--- src/rtl/rv32i_pkg.sv ---
// Shared RV32I encodings, decode enums and the packed control bundle handed from decode to execute.
package rv32i_pkg;

  localparam int REG_SIZE  = 32;
  localparam int REG_WIDTH = 5;

  localparam logic [6:0] OPC_LUI    = 7'b0110111;
  localparam logic [6:0] OPC_AUIPC  = 7'b0010111;
  localparam logic [6:0] OPC_JAL    = 7'b1101111;
  localparam logic [6:0] OPC_JALR   = 7'b1100111;
  localparam logic [6:0] OPC_BRANCH = 7'b1100011;
  localparam logic [6:0] OPC_LOAD   = 7'b0000011;
  localparam logic [6:0] OPC_STORE  = 7'b0100011;
  localparam logic [6:0] OPC_OPIMM  = 7'b0010011;
  localparam logic [6:0] OPC_OP     = 7'b0110011;
  localparam logic [6:0] OPC_FENCE  = 7'b0001111;

  typedef enum logic [3:0] {
    ALU_ADD    = 4'd0,
    ALU_SUB    = 4'd1,
    ALU_SLL    = 4'd2,
    ALU_SLT    = 4'd3,
    ALU_SLTU   = 4'd4,
    ALU_XOR    = 4'd5,
    ALU_SRL    = 4'd6,
    ALU_SRA    = 4'd7,
    ALU_OR     = 4'd8,
    ALU_AND    = 4'd9,
    ALU_PASS_B = 4'd10
  } alu_op_e;

  typedef enum logic [2:0] {
    IMM_NONE = 3'd0,
    IMM_I    = 3'd1,
    IMM_S    = 3'd2,
    IMM_B    = 3'd3,
    IMM_U    = 3'd4,
    IMM_J    = 3'd5
  } imm_sel_e;

  typedef struct packed {
    alu_op_e    alu_op;
    logic       alu_src_imm;
    logic       alu_src_pc;
    logic       mem_read;
    logic       mem_write;
    logic       reg_write;
    logic       branch;
    logic       jump;
    logic [2:0] funct3;
  } ctrl_t;

  // alt selects SUB/SRA; callers only raise it where the encoding allows it
  function automatic alu_op_e funct_to_alu(input logic [2:0] f3, input logic alt);
    case (f3)
      3'b000:  return alt ? ALU_SUB : ALU_ADD;
      3'b001:  return ALU_SLL;
      3'b010:  return ALU_SLT;
      3'b011:  return ALU_SLTU;
      3'b100:  return ALU_XOR;
      3'b101:  return alt ? ALU_SRA : ALU_SRL;
      3'b110:  return ALU_OR;
      3'b111:  return ALU_AND;
      default: return ALU_ADD;
    endcase
  endfunction

endpackage

--- src/rtl/imm_gen.sv ---
// Sign-extended immediate extraction for the RV32I instruction formats.
module imm_gen
  import rv32i_pkg::*;
(
  input  logic [31:7]         instr_hi,
  input  imm_sel_e            imm_sel,
  output logic [REG_SIZE-1:0] imm
);

  // format-dependent bit shuffle; formats without an immediate yield zero
  always_comb begin
    imm = '0;
    case (imm_sel)
      IMM_I:   imm = {{20{instr_hi[31]}}, instr_hi[31:20]};
      IMM_S:   imm = {{20{instr_hi[31]}}, instr_hi[31:25], instr_hi[11:7]};
      IMM_B:   imm = {{20{instr_hi[31]}}, instr_hi[7], instr_hi[30:25], instr_hi[11:8], 1'b0};
      IMM_U:   imm = {instr_hi[31:12], 12'b0};
      IMM_J:   imm = {{12{instr_hi[31]}}, instr_hi[19:12], instr_hi[20], instr_hi[30:21], 1'b0};
      default: imm = '0;
    endcase
  end

endmodule

--- src/rtl/decode_stage.sv ---
// RV32I decode: register-file addressing with writeback bypass, control/immediate generation,
// load-use hazard detection and the ID/EX pipeline register.
module decode_stage
  import rv32i_pkg::*;
(
  input  logic                 clk,
  input  logic                 rst_n,
  input  logic                 if_valid,
  input  logic [31:0]          if_instr,
  input  logic [REG_SIZE-1:0]  if_pc,
  output logic                 id_ready,
  output logic [REG_WIDTH-1:0] rs1_addr,
  output logic [REG_WIDTH-1:0] rs2_addr,
  input  logic [REG_SIZE-1:0]  rs1_read,
  input  logic [REG_SIZE-1:0]  rs2_read,
  input  logic                 wb_we,
  input  logic [REG_WIDTH-1:0] wb_addr,
  input  logic [REG_SIZE-1:0]  wb_data,
  input  logic                 flush,
  input  logic                 ex_ready,
  output logic                 ex_valid,
  output logic [REG_SIZE-1:0]  ex_pc,
  output logic [REG_SIZE-1:0]  ex_rs1_data,
  output logic [REG_SIZE-1:0]  ex_rs2_data,
  output logic [REG_SIZE-1:0]  ex_imm,
  output logic [REG_WIDTH-1:0] ex_rd,
  output ctrl_t                ex_ctrl,
  output logic                 ex_illegal
);

  logic [6:0]           opcode_s, funct7_s;
  logic [2:0]           funct3_s;
  logic [REG_WIDTH-1:0] rd_s;
  ctrl_t                ctrl_s;
  imm_sel_e             imm_sel_s;
  logic                 illegal_s, use_rs1_s, use_rs2_s, hz_s, transfer_s;
  logic [REG_SIZE-1:0]  imm_s, rs1_data_s, rs2_data_s;

  logic                 ex_valid_d, ex_valid_q, ex_illegal_d, ex_illegal_q;
  logic [REG_SIZE-1:0]  ex_pc_d, ex_pc_q, ex_rs1_d, ex_rs1_q, ex_rs2_d, ex_rs2_q, ex_imm_d, ex_imm_q;
  logic [REG_WIDTH-1:0] ex_rd_d, ex_rd_q;
  ctrl_t                ex_ctrl_d, ex_ctrl_q;

  assign opcode_s = if_instr[6:0];
  assign rd_s     = if_instr[11:7];
  assign funct3_s = if_instr[14:12];
  assign funct7_s = if_instr[31:25];
  assign rs1_addr = if_instr[19:15];
  assign rs2_addr = if_instr[24:20];

  imm_gen u_imm_gen (
    .instr_hi (if_instr[31:7]),
    .imm_sel  (imm_sel_s),
    .imm      (imm_s)
  );

  // opcode/funct decode into control, immediate format and which sources are really read
  always_comb begin
    ctrl_s        = '0;
    ctrl_s.alu_op = ALU_ADD;
    ctrl_s.funct3 = funct3_s;
    imm_sel_s     = IMM_NONE;
    illegal_s     = 1'b0;
    use_rs1_s     = 1'b0;
    use_rs2_s     = 1'b0;
    case (opcode_s)
      OPC_LUI: begin
        imm_sel_s = IMM_U; ctrl_s.alu_op = ALU_PASS_B; ctrl_s.alu_src_imm = 1'b1; ctrl_s.reg_write = 1'b1;
      end
      OPC_AUIPC: begin
        imm_sel_s = IMM_U; ctrl_s.alu_src_imm = 1'b1; ctrl_s.alu_src_pc = 1'b1; ctrl_s.reg_write = 1'b1;
      end
      OPC_JAL: begin
        imm_sel_s = IMM_J; ctrl_s.alu_src_pc = 1'b1; ctrl_s.jump = 1'b1; ctrl_s.reg_write = 1'b1;
      end
      OPC_JALR: begin
        imm_sel_s = IMM_I; use_rs1_s = 1'b1; ctrl_s.alu_src_imm = 1'b1;
        ctrl_s.jump = 1'b1; ctrl_s.reg_write = 1'b1; illegal_s = (funct3_s != 3'b000);
      end
      OPC_BRANCH: begin
        imm_sel_s = IMM_B; use_rs1_s = 1'b1; use_rs2_s = 1'b1; ctrl_s.alu_op = ALU_SUB;
        ctrl_s.branch = 1'b1; illegal_s = (funct3_s == 3'b010) || (funct3_s == 3'b011);
      end
      OPC_LOAD: begin
        imm_sel_s = IMM_I; use_rs1_s = 1'b1; ctrl_s.alu_src_imm = 1'b1; ctrl_s.mem_read = 1'b1;
        ctrl_s.reg_write = 1'b1;
        illegal_s = (funct3_s == 3'b011) || (funct3_s == 3'b110) || (funct3_s == 3'b111);
      end
      OPC_STORE: begin
        imm_sel_s = IMM_S; use_rs1_s = 1'b1; use_rs2_s = 1'b1; ctrl_s.alu_src_imm = 1'b1;
        ctrl_s.mem_write = 1'b1; illegal_s = (funct3_s > 3'b010);
      end
      OPC_OPIMM: begin
        imm_sel_s = IMM_I; use_rs1_s = 1'b1; ctrl_s.alu_src_imm = 1'b1; ctrl_s.reg_write = 1'b1;
        ctrl_s.alu_op = funct_to_alu(funct3_s, (funct3_s == 3'b101) && funct7_s[5]);
        illegal_s = ((funct3_s == 3'b001) && (funct7_s != 7'h00)) ||
                    ((funct3_s == 3'b101) && (funct7_s != 7'h00) && (funct7_s != 7'h20));
      end
      OPC_OP: begin
        use_rs1_s = 1'b1; use_rs2_s = 1'b1; ctrl_s.reg_write = 1'b1;
        ctrl_s.alu_op = funct_to_alu(funct3_s, funct7_s[5]);
        illegal_s = !((funct7_s == 7'h00) ||
                      ((funct7_s == 7'h20) && ((funct3_s == 3'b000) || (funct3_s == 3'b101))));
      end
      OPC_FENCE: ctrl_s.alu_op = ALU_ADD;
      default:   illegal_s = 1'b1;
    endcase
    // an illegal instruction must have no architectural side effects downstream
    ctrl_s.reg_write = ctrl_s.reg_write && !illegal_s && (rd_s != 5'd0);
    ctrl_s.mem_read  = ctrl_s.mem_read  && !illegal_s;
    ctrl_s.mem_write = ctrl_s.mem_write && !illegal_s;
    ctrl_s.branch    = ctrl_s.branch    && !illegal_s;
    ctrl_s.jump      = ctrl_s.jump      && !illegal_s;
    use_rs1_s        = use_rs1_s && !illegal_s;
    use_rs2_s        = use_rs2_s && !illegal_s;
  end

  assign rs1_data_s = (rs1_addr == 5'd0) ? '0 :
                      (wb_we && (wb_addr == rs1_addr)) ? wb_data : rs1_read;
  assign rs2_data_s = (rs2_addr == 5'd0) ? '0 :
                      (wb_we && (wb_addr == rs2_addr)) ? wb_data : rs2_read;

  assign hz_s = ex_valid_q && ex_ctrl_q.mem_read && (ex_rd_q != 5'd0) &&
                ((use_rs1_s && (ex_rd_q == rs1_addr)) || (use_rs2_s && (ex_rd_q == rs2_addr)));
  assign id_ready   = flush || ((!ex_valid_q || ex_ready) && !hz_s);
  assign transfer_s = if_valid && id_ready;

  // ID/EX next state: flush beats load, load beats drain, otherwise hold for stall
  always_comb begin
    ex_valid_d   = ex_valid_q;
    ex_pc_d      = ex_pc_q;
    ex_rs1_d     = ex_rs1_q;
    ex_rs2_d     = ex_rs2_q;
    ex_imm_d     = ex_imm_q;
    ex_rd_d      = ex_rd_q;
    ex_ctrl_d    = ex_ctrl_q;
    ex_illegal_d = ex_illegal_q;
    if (flush) begin
      ex_valid_d = 1'b0;
    end else if (transfer_s) begin
      ex_valid_d   = 1'b1;
      ex_pc_d      = if_pc;
      ex_rs1_d     = rs1_data_s;
      ex_rs2_d     = rs2_data_s;
      ex_imm_d     = imm_s;
      ex_rd_d      = rd_s;
      ex_ctrl_d    = ctrl_s;
      ex_illegal_d = illegal_s;
    end else if (ex_ready) begin
      ex_valid_d = 1'b0;
    end else begin
      ex_valid_d = ex_valid_q;
    end
  end

  // ID/EX pipeline register
  always_ff @(posedge clk or negedge rst_n) begin
    if (!rst_n) begin
      ex_valid_q   <= 1'b0;
      ex_pc_q      <= '0;
      ex_rs1_q     <= '0;
      ex_rs2_q     <= '0;
      ex_imm_q     <= '0;
      ex_rd_q      <= '0;
      ex_ctrl_q    <= '0;
      ex_illegal_q <= 1'b0;
    end else begin
      ex_valid_q   <= ex_valid_d;
      ex_pc_q      <= ex_pc_d;
      ex_rs1_q     <= ex_rs1_d;
      ex_rs2_q     <= ex_rs2_d;
      ex_imm_q     <= ex_imm_d;
      ex_rd_q      <= ex_rd_d;
      ex_ctrl_q    <= ex_ctrl_d;
      ex_illegal_q <= ex_illegal_d;
    end
  end

  assign ex_valid    = ex_valid_q;
  assign ex_pc       = ex_pc_q;
  assign ex_rs1_data = ex_rs1_q;
  assign ex_rs2_data = ex_rs2_q;
  assign ex_imm      = ex_imm_q;
  assign ex_rd       = ex_rd_q;
  assign ex_ctrl     = ex_ctrl_q;
  assign ex_illegal  = ex_illegal_q;

endmodule
--- config.mk ---
export PLATFORM = sky130hd
export DESIGN_NAME = decode_stage
export DESIGN_NICKNAME = d
export VERILOG_FILES = /design/src/rtl/rv32i_pkg.sv /design/src/rtl/imm_gen.sv /design/src/rtl/decode_stage.sv
export SDC_FILE = /design/constraint.sdc
export NUM_CORES = 1
export LEC_CHECK = 0
export ABC_AREA = 1
export ABC_CLOCK_PERIOD_IN_PS = 1650
export BUFFER_PORTS_ARGS = -buffer_cell sky130_fd_sc_hd__buf_2
export CAP_MARGIN = 25
export CORE_UTILIZATION = 40
export DETAILED_ROUTE_END_ITERATION = 7
export GPL_TIMING_DRIVEN = 0
export PLACE_DENSITY_LB_ADDON = 0.25
export SETUP_SLACK_MARGIN = 0.2
export SKIP_CTS_REPAIR_TIMING = 1
export SLEW_MARGIN = 20
export SYNTH_ARGS = -nofsm -noshare
export SYNTH_HDL_FRONTEND = slang
export SYNTH_SLANG_ARGS = --single-unit
--- constraint.sdc ---
create_clock -name clk -period 1.65 [get_ports clk]
set_input_delay 0.0825 -clock clk [delete_from_list [all_inputs] [get_ports clk]]
set_output_delay 0.0825 -clock clk [all_outputs]
set_load 0.01 [all_outputs]
Yosys cells after proc, flatten, opt, wreduce, memory -nomap -nowiden
Index checks and enable logic that the tools add are counted.

cells by class
  order comparisons = 1
  eq/ne operators = 28
  mux-type cells = 26
  bitwise gates (word level) = 1
  reductions and logical operators = 54

operators by type and width
  kind                  number
  $pmux W32 S5          1
  $mux W32              4
  $pmux W4 S8           2
  $eq A7 B6 Y1 const B  4
  $logic_and A1 B1 Y1   22
  $eq A7 B7 Y1 const B  3
  $eq A5 B5 Y1          4
  $eq A3 B3 Y1 const B  6
  $mux W1               16
  $pmux W4 S4           1
  $pmux W3 S5           1
  $eq A7 B5 Y1 const B  2
  $eq A3 B2 Y1 const B  4
  $reduce_or A6 Y1      2
  $logic_not A5 Y1      2
  $reduce_bool A5 Y1    2
  $logic_or A1 B1 Y1    9
  $eq A7 B2 Y1 const B  1
  $eq A7 B4 Y1 const B  1
  $logic_not A7 Y1      1
  $ne A7 B6 Y1 const B  1
  $pmux W1 S7           1
  $reduce_bool A7 Y1    1
  $reduce_or A7 Y1      1
  10 further kinds      18

storage, ports and cells
  flip-flop bits (word level) = 149
  input port bits = 171
  output and inout port bits = 160
  word-level logic and storage cells = 126

Longest topological paths before layout
Gate-level depths: netlist of the first run.

  depth in word-level cells = 17
  mapped depth = 15
  mapped depth without buffers = 13

Cells and area by module
Synthesis of the first run repeated with hierarchy kept, for this count alone.

unflattened totals
  cells, all modules = 1167
  area total of the unflattened synthesis = 8760.9 um2

by module, submodules not included
  module        times used  cells an instance  area an instance (um2)  sequential area each (um2)
  decode_stage  1           1075               8305.5                  3728.6
  imm_gen       1           92                 455.4                   0.0

Worst setup path after synthesis of the first run
OpenSTA, ideal clock, no wires.

  path type = register -> register
  start point = register ex_rd_q[2] (netlist: ex_rd[2])
  end point = register ex_imm_q[11] (netlist: ex_imm[11])
  library setup time = 0.117 ns
  arrival time = 1.502 ns
  required time = 1.533 ns
  slack = 0.031 ns
  stages on the path, launching flop included = 13
  path buffers = 2
  clock period less this slack = 1.619 ns
  cells stage by stage = dfrtp_1 -> nor3_1 -> nand2_1 -> nand3_1 -> nor2_1 -> nand2_1 -> inv_2 -> nand2_4 -> nand3_2 -> buf_4 -> buf_6 -> nand2_1 -> nand2_1

on the way
  longest elaborated chain between the ends = 9
  elaborated cells between the ends (all ways) = 13
  those cells by class = 2 x eq/ne; 11 x reduce/logical

ends and longest elaborated chain
  item                           RTL line             source
  start, declared                decode_stage.sv:41   logic [REG_WIDTH-1:0] ex_rd_d, ex_rd_q;
  start signal, assigned         decode_stage.sv:173  ex_rd_q <= ex_rd_d;
  $eq A5 B5 Y1                   decode_stage.sv:124  ((use_rs1_s && (ex_rd_q == rs1_addr)) || (use_rs2_s && (ex_rd_q == rs2_addr)));
  $logic_and A1 B1 Y1            decode_stage.sv:124
  $logic_or A1 B1 Y1             decode_stage.sv:124
  $logic_and A1 B1 Y1 *          decode_stage.sv:123  assign hz_s = ex_valid_q && ex_ctrl_q.mem_read && (ex_rd_q != 5'd0) &&
  $logic_not A1 Y1 *             decode_stage.sv:125  assign id_ready = flush || ((!ex_valid_q || ex_ready) && !hz_s);
  $logic_and A1 B1 Y1 *          decode_stage.sv:125
  $logic_or A1 B1 Y1 *           decode_stage.sv:125
  $logic_and A1 B1 Y1 *          decode_stage.sv:126  assign transfer_s = if_valid && id_ready;
  $reduce_and A2 Y1 (no line) *  -
  end signal, assigned           decode_stage.sv:172  ex_imm_q <= ex_imm_d;
  end, declared                  decode_stage.sv:40   logic [REG_SIZE-1:0] ex_pc_d, ex_pc_q, ex_rs1_d, ex_rs1_q, ex_rs2_d, ex_rs2_q, ex_imm_d, ex_imm_q;

Every way passes the cells marked *; elsewhere a longest branch is shown, timed or not.
A chain may end at the register's enable or synchronous reset.

Final worst setup path of the first run
  start point = register ex_rd_q[0] (netlist: ex_rd[0])
  end point = register ex_rd_q[2] (netlist: ex_rd[2])

on the way
  longest elaborated chain between the ends = 9
  elaborated cells between the ends (all ways) = 13
  those cells by class = 2 x eq/ne; 11 x reduce/logical

ends and longest elaborated chain
  item                           RTL line
  $eq A5 B5 Y1                   decode_stage.sv:124
  $logic_and A1 B1 Y1            decode_stage.sv:124
  $logic_or A1 B1 Y1             decode_stage.sv:124
  $logic_and A1 B1 Y1 *          decode_stage.sv:123
  $logic_not A1 Y1 *             decode_stage.sv:125
  $logic_and A1 B1 Y1 *          decode_stage.sv:125
  $logic_or A1 B1 Y1 *           decode_stage.sv:125
  $logic_and A1 B1 Y1 *          decode_stage.sv:126
  $reduce_and A2 Y1 (no line) *  -

Marks and branches as above.

==> results_dict.tcl, run 1 <==
set metrics [dict create \
    outcome "finished, violations left" \
    violations "negative hold slack, negative setup slack" \
    yosys-top-cells-area "dfrtp_1 43%, nand2_1 21%, nand4_1 11%" \
    tightestPinTransition_ps 655.2 \
    cts_htree_levels 4 \
    ant_nets 0 \
    clock_path_buffers 2 \
    p_sw_frac 0.3051 \
    wl_um 33880 \
    fin_cells 1943 \
    met2_usage 0.4780 \
    async_reset_ff_frac 1.000 \
    synth_edf_count 0 \
    place_ws_ps -911.4 \
    vias 10109 \
    drt-wirelength-per-cell_um 17.44 \
    synth_top_area_cell "dfrtp_1" \
    critical_path.max_stage_delay_ps 450 \
    comb_power_share 0.220 \
    die_w_um 148.8 \
    finalCritPeriodShare 1.181 \
    syn_avg_cell_area_um2 6.868 \
    synth_seq_cells 149 \
    syn_nets 1426 \
    max-vdd-ir-drop_uv 616.1 \
    drt-vias-per-instance 5.203 \
    crit_type "flop to flop" \
    drt-initial-drc-count 811 \
    cts_tree "yes" \
    port-buffer-count 329 \
    ys.flop_type "dfrtp_1" \
    cts.sinks 149 \
    fmax_mhz 513.3 \
    crit_path_end_kind "flop" \
    cp_max_fo 6 \
    synth_cell_type_count 26 \
    yosysTopAreaCellShare 0.4326 \
    p_seq_frac 0.404 \
    die_y_um 148.8 \
    root_buffer "clkbuf_16" \
    io_pins 331 \
    critPathArrivalTime_ps 2300 \
    maxCapViolCount 0 \
    p_int_mw 7.479 \
    syn-cell-area_um2 8620 \
    synth_commonest_cells "491 x nand2_1, 165 x nor2_1, 149 x dfrtp_1" \
    synthCells 1255 \
    grt_pass1_wl_um 50180 \
    drt-pass1-iter-count 5 \
    nNetsFinal 1823 \
    dpl.cell_count 1860 \
    crit_buf_inv 4 \
    critPathSlowestCell "dfrtp_2" \
    clockPowerShare 0.376 \
    skew_ps 8.837 \
    overflow 0 \
    timing.setup.tns_ps -35100 \
    final_area_um2 12140 \
    start_util 0.4087 \
    path_cells "inv_2 -> nand2_1 -> nand2_1 -> nand2_1 -> nor2_1 -> nand3_1 -> nand2_1 -> nand2_2 -> inv_4 -> nand2_8 -> nand3_4 -> clkbuf_16 -> clkbuf_16 -> nand2_1 -> nand2_1" \
    crit_family "simple AND/OR/NAND/NOR gates" \
    met3_usage 0.04587 \
    dieArea_um2 22140 \
    area_growth_pct 40.86 \
    place_area_um2 10710 \
    gr-usage-met1 0.3977 \
    gr-max-usage-layer "met2" \
    grt_pass1_vias 9174 \
    p_switching_mw 3.283 \
    rows 53 \
    detailed_place_hpwl_um 24700 \
    fin_ws_ps -298.1 \
    power_leakage_nw 7.312 \
    startpoint_type "flop" \
    drive_gt1_frac 0.2922 \
    hold_viol 1 \
    hold_slack_ps -10.60 \
    finalMaxSlewViolations 0 \
    relSlewSlack 0.5603 \
    cpMostUsedCell "nand2_1" \
    finalCriticalPeriod_ps 1948 \
    path_clk_slew_ps 70 \
    synth.most_common_cell "nand2_1" \
    worstSkewPairLatency_ps 430 \
    hold_path_class "primary input to flop" \
    power.density_nw_per_um2 886.4 \
    setup_violations 150 \
    antenna_found_initial 4 \
    gp_congestion 0.9508 \
    cts-buffers-inserted 17 \
    grt.total_usage 0.2961 \
    grt_max_degree 88 \
    yosys_warnings 0 \
    drc 0 \
    yosysSeqAreaShare 0.4326 \
    rsz0062_at_grt "yes" \
    worstPathRequired_ps 2000 \
    core_area_um2 21090 \
]
## stage by stage
stage | total power [mW] | utilization
floorplan | 5.439 | -
global placement | 6.497 | 0.5059
detailed placement | 6.542 | 0.5077
CTS | 10.58 | 0.5359
global route | 11.23 | 0.5757
finish | 10.76 | 0.5758
## logic make-up (layout without fill, tap and decap cells)
group	count (synthesis)	in the layout	share of synthesized area
and+or+nand+nor	833	834	0.4133
AOI/OAI and AO/OA	58	58	0.04021
buffers and inverters	209	616	0.1079
xor gates and xnor gates	6	6	0.006097
DFF	149	149	0.4326
other	0	5	0
## sequential cells by signal, summed over array words and instances (netlist names)
signal       count
ex_rs1_data     32
ex_imm          32
ex_rd            5
ex_pc           32
ex_rs2_data     32
ex_ctrl         14
ex_valid         1
ex_illegal       1
## path summary, 6_finish.rpt
| check | startpoint | to | slack, ps | cells past startpoint |
|---|---|---|---|---|
| worst max-delay path | ex_rd[0] | ex_rd[2] | -300 | 15 |
| min in group asynchronous | rst_n | ex_pc[14] | 180 | 2 |
| worst min register to register | ex_rs1_data[11] | ex_rs1_data[11] | 460 | 2 |
| worst min-delay path | if_instr[14] | ex_ctrl[2] | -10 | 3 |
| worst max register to register | ex_rd[0] | ex_rd[2] | -300 | 15 |
| max in group asynchronous | rst_n | ex_imm[19] | 640 | 3 |
## worst register-to-register path: stages, from the launching register on
cell	delay, ps
dfrtp_2	450
inv_2	70
nand2_1	40
nand2_1	70
nand2_1	50
nor2_1	80
nand3_1	70
nand2_1	90
nand2_2	80
inv_4	100
nand2_8	90
nand3_4	210
clkbuf_16	210
clkbuf_16	160
nand2_1	50
nand2_1	50
## cell type report
cell class,instances,area [um^2]
clock buffers,19,442.9
flip-flops and latches,149,3735
diodes,5,12.51
clock inverters,11,152.6
repair buffers,377,2221
plain buffers,97,644.4
fillers,2075,8946
inverters,112,422.9
well taps,275,344.1
multi-input cells,898,4167
## per-layer routing
metal	vias to the layer above	share of wire	wire length [um]
li1	4807	-	-
met1	4772	0.42	14190
met2	450	0.48	16110
met3	80	0.071	2403
met4	0	0.035	1176
met5	-	0	0
## cell usage in the layout, fill, tap and decap left out, types with 5 or more instances in the layout
cell type and count:
nand2_1 449, buf_2 331, nor2_1 164, nand4_1 147
dfrtp_1 144, inv_1 103, clkbuf_1 47, dlygate4sd3_1 37
nand2_2 32, o21ai_0 25, clkbuf_16 22, buf_4 20
nand3_1 14, nand2_4 14, a21oi_1 12, o2111ai_1 12
clkbuf_2 10, buf_8 10, inv_2 8, buf_6 6
diode_2 5, nor2_2 5, xor2_1 5, o22ai_1 5
dfrtp_2 5
## power by group through the flow
stage	registers (mW)	logic [mW]	clock network, mW
6_report	4.35	2.37	4.05
5_1_grt	4.38	2.61	4.23
4_1_cts	4.32	2.17	4.10
3_5_place_dp	4.38	2.16	0
3_3_place_gp	4.37	2.13	0
2_1_floorplan	4.57	0.868	0
(Power assumes the default switching activity.)
==> inputs of run 2 (changes only) <==
- CORE_UTILIZATION: 40 -> 45
==> results_dict.tcl, run 2 (synthesis results as in run 1) <==
set metrics [dict create \
    outcome "finished, violations left" \
    violations "negative hold slack, negative setup slack" \
    worstPathRequired_ps 1570 \
    fin_ws_ps -379.4 \
    dpl.cell_count 1819 \
    path_cells "inv_1 -> nor2_1 -> nand2_1 -> clkbuf_2 -> a21boi_2 -> buf_2" \
    hold_viol 1 \
    power.density_nw_per_um2 877.4 \
    grt_pass1_wl_um 47690 \
    final_cell_mix "453 x nand2_1, 333 x buf_2, 164 x nor2_1" \
    final_common_cell "nand2_1" \
    critPathSlowestCell "dfrtp_1" \
    power_leakage_nw 7.328 \
    dieArea_um2 19710 \
    crit_family "buffers and inverters" \
    drt-pass1-iter-count 5 \
    wl_um 32490 \
    ant_nets 0 \
    root_buffer "clkbuf_16" \
    finalCritPeriodShare 1.230 \
    grt.total_usage 0.3151 \
    skew_ps 10.77 \
    detailed_place_hpwl_um 23140 \
    area_growth_pct 40.99 \
    critical_path.max_stage_delay_ps 410 \
    die_w_um 140.4 \
    tightestPinTransition_ps 735.5 \
    met3_usage 0.06462 \
    met2_usage 0.4918 \
    drt-vias-per-instance 5.272 \
    cts.sinks 149 \
    crit_type "flop to output pin" \
    finalCriticalPeriod_ps 2029 \
    drc 0 \
    grt_pass1_vias 9077 \
    startpoint_type "flop" \
    finalMaxSlewViolations 0 \
    cts_tree "yes" \
    port-buffer-count 329 \
    start_util 0.4593 \
    p_total_mw 10.66 \
    path_clk_slew_ps 80 \
    drive_gt1_frac 0.2921 \
    hold_slack_ps -19.64 \
    maxCapViolCount 0 \
    setup_violations 150 \
    rows 50 \
    fill_cells 1711 \
    core_area_um2 18770 \
    fmax_mhz 492.8 \
    worstSkewPairLatency_ps 430 \
    fin_cells 1910 \
    clock_path_buffers 2 \
    rsz0062_at_grt "yes" \
    gr-usage-met1 0.4067 \
    cts_htree_levels 4 \
    max-vdd-ir-drop_uv 728.6 \
    reg2reg_slack_ps -330 \
    nNetsFinal 1832 \
    drt-initial-drc-count 967 \
    cts-buffers-inserted 17 \
    cp_max_fo 10 \
    crit_path_end_kind "output pin" \
    critPathArrivalTime_ps 1950 \
    relSlewSlack 0.5097 \
    grt_max_degree 95 \
    die_y_um 140.4 \
    vias 10069 \
    hold_path_class "primary input to flop" \
    crit_buf_inv 3 \
    io_pins 331 \
    overflow 0 \
    antenna_found_initial 2 \
    drt-wirelength-per-cell_um 17.01 \
    gr-max-usage-layer "met2" \
    gp_congestion 0.9217 \
]
==> run 2: changes by cell type in the layout (fill, tap and decap cells not counted), moves of 4 or more <==
cell	before	now
clkbuf_2	10	4
clkbuf_4	0	4
clkinv_8	0	5
inv_8	0	4
nand2_1	449	453
nand2_2	32	36
nand2_4	14	5
==> run 2: final timing paths <==
check	start	endpoint	cells after the start
worst max-delay path	ex_valid	id_ready	6
worst min-delay path	if_instr[13]	ex_ctrl[1]	3
worst max register to register	ex_rd[0]	ex_imm[8]	14
worst min register to register	ex_imm[26]	ex_imm[26]	2
max in group asynchronous	rst_n	ex_rd[4]	3
min in group asynchronous	rst_n	ex_rs1_data[22]	2
==> run 2: report_power, final <==
| part | leakage, nW | internal [mW] | switching, mW |
|---|---|---|---|
| clock network | 0.291 | 2.05 | 1.88 |
| registers | 1.90 | 4.07 | 0.283 |
| logic | 5.13 | 1.01 | 1.37 |
==> run 2: stage by stage <==
stage	TNS [ps]	area [um^2]	worst slack, ps	util
global placement	-330250	10620	-2081	0.5657
CTS	-49000	11260	-629.9	0.5998
global route	-55270	12150	-430.0	0.6475
detailed placement	-66450	10650	-684.4	0.5677
floorplan	0	8677	59.56	-
finish	-40430	12150	-379.4	0.6475
==> run 2: worst reg2reg max path, stage by stage, from the launching register on <==
cell,delay [ps]
dfrtp_2,450
inv_2,80
nand2_2,50
nand2_2,80
nand2_2,50
nor2_2,110
nand3_1,80
nand2_1,90
nand2_2,90
inv_4,90
nand2_8,80
clkbuf_4,210
clkbuf_4,200
nand4_1,150
nand2_1,70
==> run 2: routing by layer <==
layer  part of all wire  vias up
met5                  0        -
met4              0.046        0
met3              0.085       92
met2               0.47      505
met1               0.40     4640
li1                   -     4832
==> run 2: cell type report <==
class,count,area (um^2),share of cell area
Multi-Input combinational cell,897,4109,0.3381
Sequential cell,149,3735,0.3073
Timing Repair Buffer,387,2355,0.1938
Buffer,97,630.6,0.05189
Clock buffer,17,425.4,0.03500
Inverter,112,422.9,0.03480
Tap cell,234,292.8,0.02409
Clock inverter,15,177.7,0.01462
Antenna cell,2,5.005,0.0004118
